**config.mk**
```make
export PLATFORM = sky130hd
export DESIGN_NAME = ws_pulse_decoder
export DESIGN_NICKNAME = d
export VERILOG_FILES = /design/src/rtl/ws_pulse_decoder.sv
export SDC_FILE = /design/constraint.sdc
export NUM_CORES = 1
export LEC_CHECK = 0
export BUFFER_PORTS_ARGS = -buffer_cell sky130_fd_sc_hd__buf_2
export CORE_UTILIZATION = 63
export CTS_CLUSTER_SIZE = 24
export DETAILED_ROUTE_END_ITERATION = 6
export GPL_TIMING_DRIVEN = 1
export HOLD_SLACK_MARGIN = 0.08
export PLACE_DENSITY = 0.8
export SKIP_LAST_GASP = 1
export SLEW_MARGIN = 20
export SYNTH_ARGS = -nofsm -noshare
export SYNTH_HDL_FRONTEND = slang
export SYNTH_SLANG_ARGS = --single-unit
export TNS_END_PERCENT = 1
```
**constraint.sdc**
```tcl
create_clock -name clk -period 6.65 [get_ports clk]
set_clock_uncertainty 0.05 [all_clocks]
set_input_delay 0.665 -clock clk [delete_from_list [all_inputs] [get_ports clk]]
set_output_delay 0.665 -clock clk [all_outputs]
set_load 0.1 [all_outputs]
```
**src/rtl/ws_pulse_decoder.sv**
```systemverilog
// Receive-side decoder for the single-wire pulse-width LED protocol.
// Measures high/low widths, classifies bits, assembles 24-bit pixels.
module ws_pulse_decoder #(
  parameter int T0H_MIN = 4,
  parameter int T0H_MAX = 10,
  parameter int T1H_MIN = 11,
  parameter int T1H_MAX = 17,
  parameter int T0L_MIN = 13,
  parameter int T0L_MAX = 19,
  parameter int T1L_MIN = 9,
  parameter int T1L_MAX = 15,
  parameter int TRESET  = 1000,
  parameter int CNT_W   = 16
) (
  input  logic             clk,
  input  logic             rst,
  input  logic             i_din,
  output logic [23:0]      o_pixel_data,
  output logic             o_pixel_valid,
  output logic             o_frame_end,
  output logic             o_bit_error,
  output logic [CNT_W-1:0] o_pixel_count
);

  localparam logic [CNT_W-1:0] C_T0H_MIN = CNT_W'(T0H_MIN);
  localparam logic [CNT_W-1:0] C_T0H_MAX = CNT_W'(T0H_MAX);
  localparam logic [CNT_W-1:0] C_T1H_MIN = CNT_W'(T1H_MIN);
  localparam logic [CNT_W-1:0] C_T1H_MAX = CNT_W'(T1H_MAX);
  localparam logic [CNT_W-1:0] C_T0L_MIN = CNT_W'(T0L_MIN);
  localparam logic [CNT_W-1:0] C_T0L_MAX = CNT_W'(T0L_MAX);
  localparam logic [CNT_W-1:0] C_T1L_MIN = CNT_W'(T1L_MIN);
  localparam logic [CNT_W-1:0] C_T1L_MAX = CNT_W'(T1L_MAX);
  localparam logic [CNT_W-1:0] C_TRESET  = CNT_W'(TRESET);
  localparam logic [CNT_W-1:0] C_SAT     = {CNT_W{1'b1}};
  localparam logic [4:0]       LAST_IDX  = 5'd23;

  typedef enum logic [2:0] {
    WAIT_RST = 3'd0,
    IDLE     = 3'd1,
    HIGH     = 3'd2,
    LOW      = 3'd3,
    ERROR    = 3'd4
  } state_t;

  state_t state;
  state_t state_nxt;

  logic             din_meta;
  logic             din_s;
  logic             din_prev;
  logic             rise;
  logic             fall;
  logic [CNT_W-1:0] cnt;

  logic             pend_bit;
  logic [23:0]      shreg;
  logic [4:0]       bit_idx;

  logic             hi_is0;
  logic             hi_is1;
  logic             lo_ok;
  logic             gap_hit;
  logic             gap_held;
  logic             hi_over;

  logic             pend_set;
  logic             pend_val;
  logic             shift_en;
  logic             fe_hit;
  logic             err_enter;
  logic             pix_done;
  logic             partial;
  logic [4:0]       idx_after;
  logic [23:0]      sh_next;

  // Two-flop synchronizer plus one delayed copy for edge detection
  always_ff @(posedge clk or posedge rst) begin
    if (rst) begin
      din_meta <= 1'b0;
      din_s    <= 1'b0;
      din_prev <= 1'b0;
    end else begin
      din_meta <= i_din;
      din_s    <= din_meta;
      din_prev <= din_s;
    end
  end

  assign rise = din_s & ~din_prev;
  assign fall = ~din_s & din_prev;

  // Saturating width counter: restarts at 1 on every level change
  always_ff @(posedge clk or posedge rst) begin
    if (rst) begin
      cnt <= '0;
    end else if (din_s != din_prev) begin
      cnt <= CNT_W'(1);
    end else if (cnt != C_SAT) begin
      cnt <= cnt + CNT_W'(1);
    end
  end

  // Width classification against the tolerance windows
  always_comb begin
    hi_is0   = (cnt >= C_T0H_MIN) && (cnt <= C_T0H_MAX);
    hi_is1   = (cnt >= C_T1H_MIN) && (cnt <= C_T1H_MAX);
    hi_over  = (cnt > C_T1H_MAX);
    if (pend_bit) begin
      lo_ok = (cnt >= C_T1L_MIN) && (cnt <= C_T1L_MAX);
    end else begin
      lo_ok = (cnt >= C_T0L_MIN) && (cnt <= C_T0L_MAX);
    end
    gap_hit  = ~din_s && ~din_prev && (cnt == C_TRESET);
    gap_held = ~din_s && ~din_prev && (cnt >= C_TRESET);
  end

  // State register
  always_ff @(posedge clk or posedge rst) begin
    if (rst) begin
      state <= WAIT_RST;
    end else begin
      state <= state_nxt;
    end
  end

  // Next-state decode
  always_comb begin
    state_nxt = state;
    unique case (state)
      WAIT_RST: begin
        if (gap_held) state_nxt = IDLE;
      end
      IDLE: begin
        if (gap_hit) state_nxt = IDLE;
        else if (rise) state_nxt = HIGH;
      end
      HIGH: begin
        if (fall) begin
          if (hi_is0 || hi_is1) state_nxt = LOW;
          else state_nxt = ERROR;
        end else if (hi_over) begin
          state_nxt = ERROR;
        end
      end
      LOW: begin
        if (gap_hit) state_nxt = IDLE;
        else if (rise) state_nxt = lo_ok ? HIGH : ERROR;
      end
      ERROR: state_nxt = WAIT_RST;
      default: state_nxt = WAIT_RST;
    endcase
  end

  // Per-state datapath actions
  always_comb begin
    pend_set  = 1'b0;
    pend_val  = 1'b0;
    shift_en  = 1'b0;
    fe_hit    = 1'b0;
    unique case (1'b1)
      (state == HIGH): begin
        pend_set = fall;
        pend_val = hi_is1;
      end
      (state == LOW): begin
        shift_en = gap_hit || (rise && lo_ok);
        fe_hit   = gap_hit;
      end
      (state == IDLE): begin
        fe_hit = gap_hit;
      end
      default: begin
        pend_set = 1'b0;
      end
    endcase
    err_enter = (state_nxt == ERROR) && (state != ERROR);
    sh_next   = {shreg[22:0], pend_bit};
    pix_done  = shift_en && (bit_idx == LAST_IDX);
    if (!shift_en) idx_after = bit_idx;
    else if (bit_idx == LAST_IDX) idx_after = 5'd0;
    else idx_after = bit_idx + 5'd1;
    partial = fe_hit && (idx_after != 5'd0);
  end

  // Pending bit latched at the falling edge of each high pulse
  always_ff @(posedge clk or posedge rst) begin
    if (rst) begin
      pend_bit <= 1'b0;
    end else if (pend_set) begin
      pend_bit <= pend_val;
    end
  end

  // Shift register and bit index; dropped on error or frame end
  always_ff @(posedge clk or posedge rst) begin
    if (rst) begin
      shreg   <= '0;
      bit_idx <= '0;
    end else if (state == ERROR || fe_hit) begin
      shreg   <= '0;
      bit_idx <= '0;
    end else if (shift_en) begin
      shreg   <= sh_next;
      bit_idx <= idx_after;
    end
  end

  // Registered output pulses and pixel data
  always_ff @(posedge clk or posedge rst) begin
    if (rst) begin
      o_pixel_data  <= '0;
      o_pixel_valid <= 1'b0;
      o_frame_end   <= 1'b0;
      o_bit_error   <= 1'b0;
    end else begin
      o_pixel_valid <= pix_done;
      o_frame_end   <= fe_hit;
      o_bit_error   <= err_enter || partial;
      if (pix_done) o_pixel_data <= sh_next;
    end
  end

  // Pixel counter: holds through frame_end, clears the cycle after
  always_ff @(posedge clk or posedge rst) begin
    if (rst) begin
      o_pixel_count <= '0;
    end else if (o_frame_end || state == ERROR) begin
      o_pixel_count <= '0;
    end else if (pix_done && o_pixel_count != C_SAT) begin
      o_pixel_count <= o_pixel_count + CNT_W'(1);
    end
  end

endmodule

```
==> results.json <==
{
  "status": "completed",
  "track_usage_pct": 25.3,
  "final_area_sq_um": 4990,
  "vias": 3496,
  "cts_buffers": 9,
  "ys_ff_latch": 94,
  "grt_pass1_vias": 3299,
  "drive_above_1_share_pct": 20.7,
  "crit-reg2reg-launch": "bit_idx[0]$_DFFE_PP0P_",
  "async_flop_share_pct": 100,
  "hold_viol": 0,
  "synthTopCellsByCount": "dfrtp_1, nand2_1, a21oi_1",
  "synth_fa_ha_area_share_pct": 2.20,
  "grt-ovfl-total": 0,
  "cts_sinks": 94,
  "min_path_type": "in -> async",
  "synth_top_area_share_pct": 51.7,
  "synthSimpleGateAreaFrac_pct": 20.7,
  "reg2reg_depth": 6,
  "grt_pass1_wl_mm": 14.9,
  "final_antenna_net_count": 0,
  "synthTopCellsByArea": "dfrtp_1, mux2_2, nand2_1",
  "r2r_slack_ns": 3.76,
  "drc": 0,
  "tightestPinTransition_ns": 1.11,
  "relSlewSlack_pct": 26.3,
  "cp-end-kind": "flip-flop",
  "cts_hold_buf": 0,
  "core_region_area_sq_um": 6870,
  "drv_cap": 0,
  "clkTransAtPathRegs_ns": 0.10,
  "detail_route.vias_per_cell": 5.95,
  "grt_max_degree": 77,
  "finalSetupViolations": 0,
  "critPathKind": "reg -> reg",
  "power.leakage_nw": 2.38,
  "register_area_sq_um": 2350,
  "syn_inst": 452,
  "n_antenna_cell": 0,
  "place_congestion": 0.904,
  "die_x_um": 87,
  "min_period_over_period_pct": 43.5,
  "nets": 498,
  "cp_max_fo": 22,
  "r2r_end": "o_pixel_count[10]$_DFFE_PP0P_",
  "fill_cells": 519,
  "drt_iter0_drc": 191,
  "numPortBuffers": 45,
  "htree_levels": 3,
  "wire_per_inst_um": 15.1,
  "hpwl_mm": 5.95,
  "yosys.cell_types.count": 53,
  "finalCriticalPeriod_ns": 2.89,
  "clockRootBuffer": "clkbuf_8",
  "cts_buffer_depth": 2,
  "drt-pass1-iter-count": 4,
  "slew_violations": 0,
  "start_kind": "flip-flop",
  "cts_resized": 0,
  "syn2layout_area_growth_pct": 9.68,
  "clock_latency_ns": 0.36,
  "synth-edff-count": 0,
  "post_cts_buffers": 0,
  "io_pins": 46,
  "die_y_um": 87,
  "rsz0062_at_grt": "no",
  "tritoncts": "yes",
  "fin_cells": 588,
  "synth_top_family_by_area": "simple AND/OR/NAND/NOR gates",
  "ir_drop_v": 0.000136,
  "multi_input_area_sq_um": 2050,
  "yosys.area.top_type": "dfrtp_1",
  "p_per_area_nw_per_um2": 198,
  "post-synth-top-count-cell": "dfrtp_1",
  "fmax_mhz": 346,
  "rows": 30,
  "yosysSeqAreaShare_pct": 51.7,
  "syn_nets": 463,
  "routed_wl_mm": 8.90,
  "initial_utilization_pct": 66.3,
  "place_area_sq_um": 4800,
  "synth_flop_cell": "dfrtp_1",
  "arrival_ns": 3.12,
  "antenna_found_initial": 0,
  "dp_cells": 572,
  "synth-compound-area-share_pct": 13.2,
  "tns_ns": 0,
  "syn_area_per_cell_sq_um": 10.1,
  "dieArea_sq_um": 7570,
  "yosys_warnings": 0,
  "crit_required_ns": 6.88,
  "netlist_area_sq_um": 4550,
  "muxShareOfSynthArea_pct": 6.84,
  "synth-xor-area-share_pct": 2.12
}
cell usage in the layout (no fill, tap or decap), types with 9 or more instances in the layout:
cell	n
dfrtp_1	94
nand2_1	69
a21oi_1	45
buf_2	45
nor2_1	29
mux2_2	25
o21ai_0	23
nand3_1	13
or3_1	13
clkbuf_8	9
how the worst max path moves through the flow:
| stage | start | end |
|---|---|---|
| floorplan | rst | bit_idx[0]$_DFFE_PP0P_ |
| global placement | cnt[10]$_DFFE_PP0P_ | o_pixel_count[10]$_DFFE_PP0P_ |
| global route | bit_idx[0]$_DFFE_PP0P_ | o_pixel_count[10]$_DFFE_PP0P_ |
| CTS | cnt[10]$_DFFE_PP0P_ | o_pixel_count[10]$_DFFE_PP0P_ |
| finish | bit_idx[0]$_DFFE_PP0P_ | o_pixel_count[10]$_DFFE_PP0P_ |
| detailed placement | cnt[10]$_DFFE_PP0P_ | o_pixel_count[10]$_DFFE_PP0P_ |
power by group:
part	leakage (nW)	switching, mW	internal [mW]
registers	1.30	0.00873	0.576
logic	0.982	0.0290	0.0139
clock network	0.0989	0.217	0.145
critical path, cell delays in order (launching register included):
cell and delay, ns:
dfrtp_1 0.45, ha_1 0.29, nand2_1 0.14, nor3b_1 0.56, o2111ai_2 0.59, or4_1 0.57, a21oi_1 0.14
metrics by stage:
| stage | util (%) | setup WS, ns | total power [mW] | hold WS (ns) |
|---|---|---|---|---|
| 6_report | 72.7 | 3.76 | 0.990 | 0.181 |
| 3_5_place_dp | 69.9 | 3.81 | 0.640 | 0.285 |
| 3_3_place_gp | 69.9 | 3.91 | 0.638 | 0.284 |
| 5_1_grt | 72.7 | 3.46 | 1.03 | 0.194 |
| 4_1_cts | 72.7 | 3.77 | 1.00 | 0.177 |
| 2_1_floorplan | - | 3.49 | 0.629 | 0.281 |
final cells by class:
| type | instances | area share (%) |
|---|---|---|
| multi-input cells | 326 | 41.1 |
| clock inverters | 7 | 1.35 |
| well taps | 96 | 2.41 |
| repair buffers | 47 | 4.81 |
| inverters | 9 | 0.702 |
| flip-flops and latches | 94 | 47.1 |
| clock buffers | 9 | 2.48 |
routing by layer:
| metal | global-route usage, % | up-vias | share of wire (%) |
|---|---|---|---|
| li1 | - | 1679 | - |
| met1 | 33.7 | 1707 | 46 |
| met2 | 41.1 | 95 | 48 |
| met3 | 4.08 | 15 | 4.0 |
| met4 | 10.9 | 0 | 1.4 |
| met5 | 0 | - | 0 |
kinds of logic after synthesis:
family,count (synthesis)
and+or+nand+nor,182
AOI/OAI and AO/OA,97
buffers and inverters,32
DFF,94
muxes,28
xor gates and xnor gates,11
adders and majority gates,8
state kept, by name (all words and copies together), names as in the netlist, 3 cells and up:
register	cells
bit_idx	5
o_pixel_count	16
state	3
cnt	16
o_pixel_data	24
shreg	23
Power figures use the tool's default switching activity.
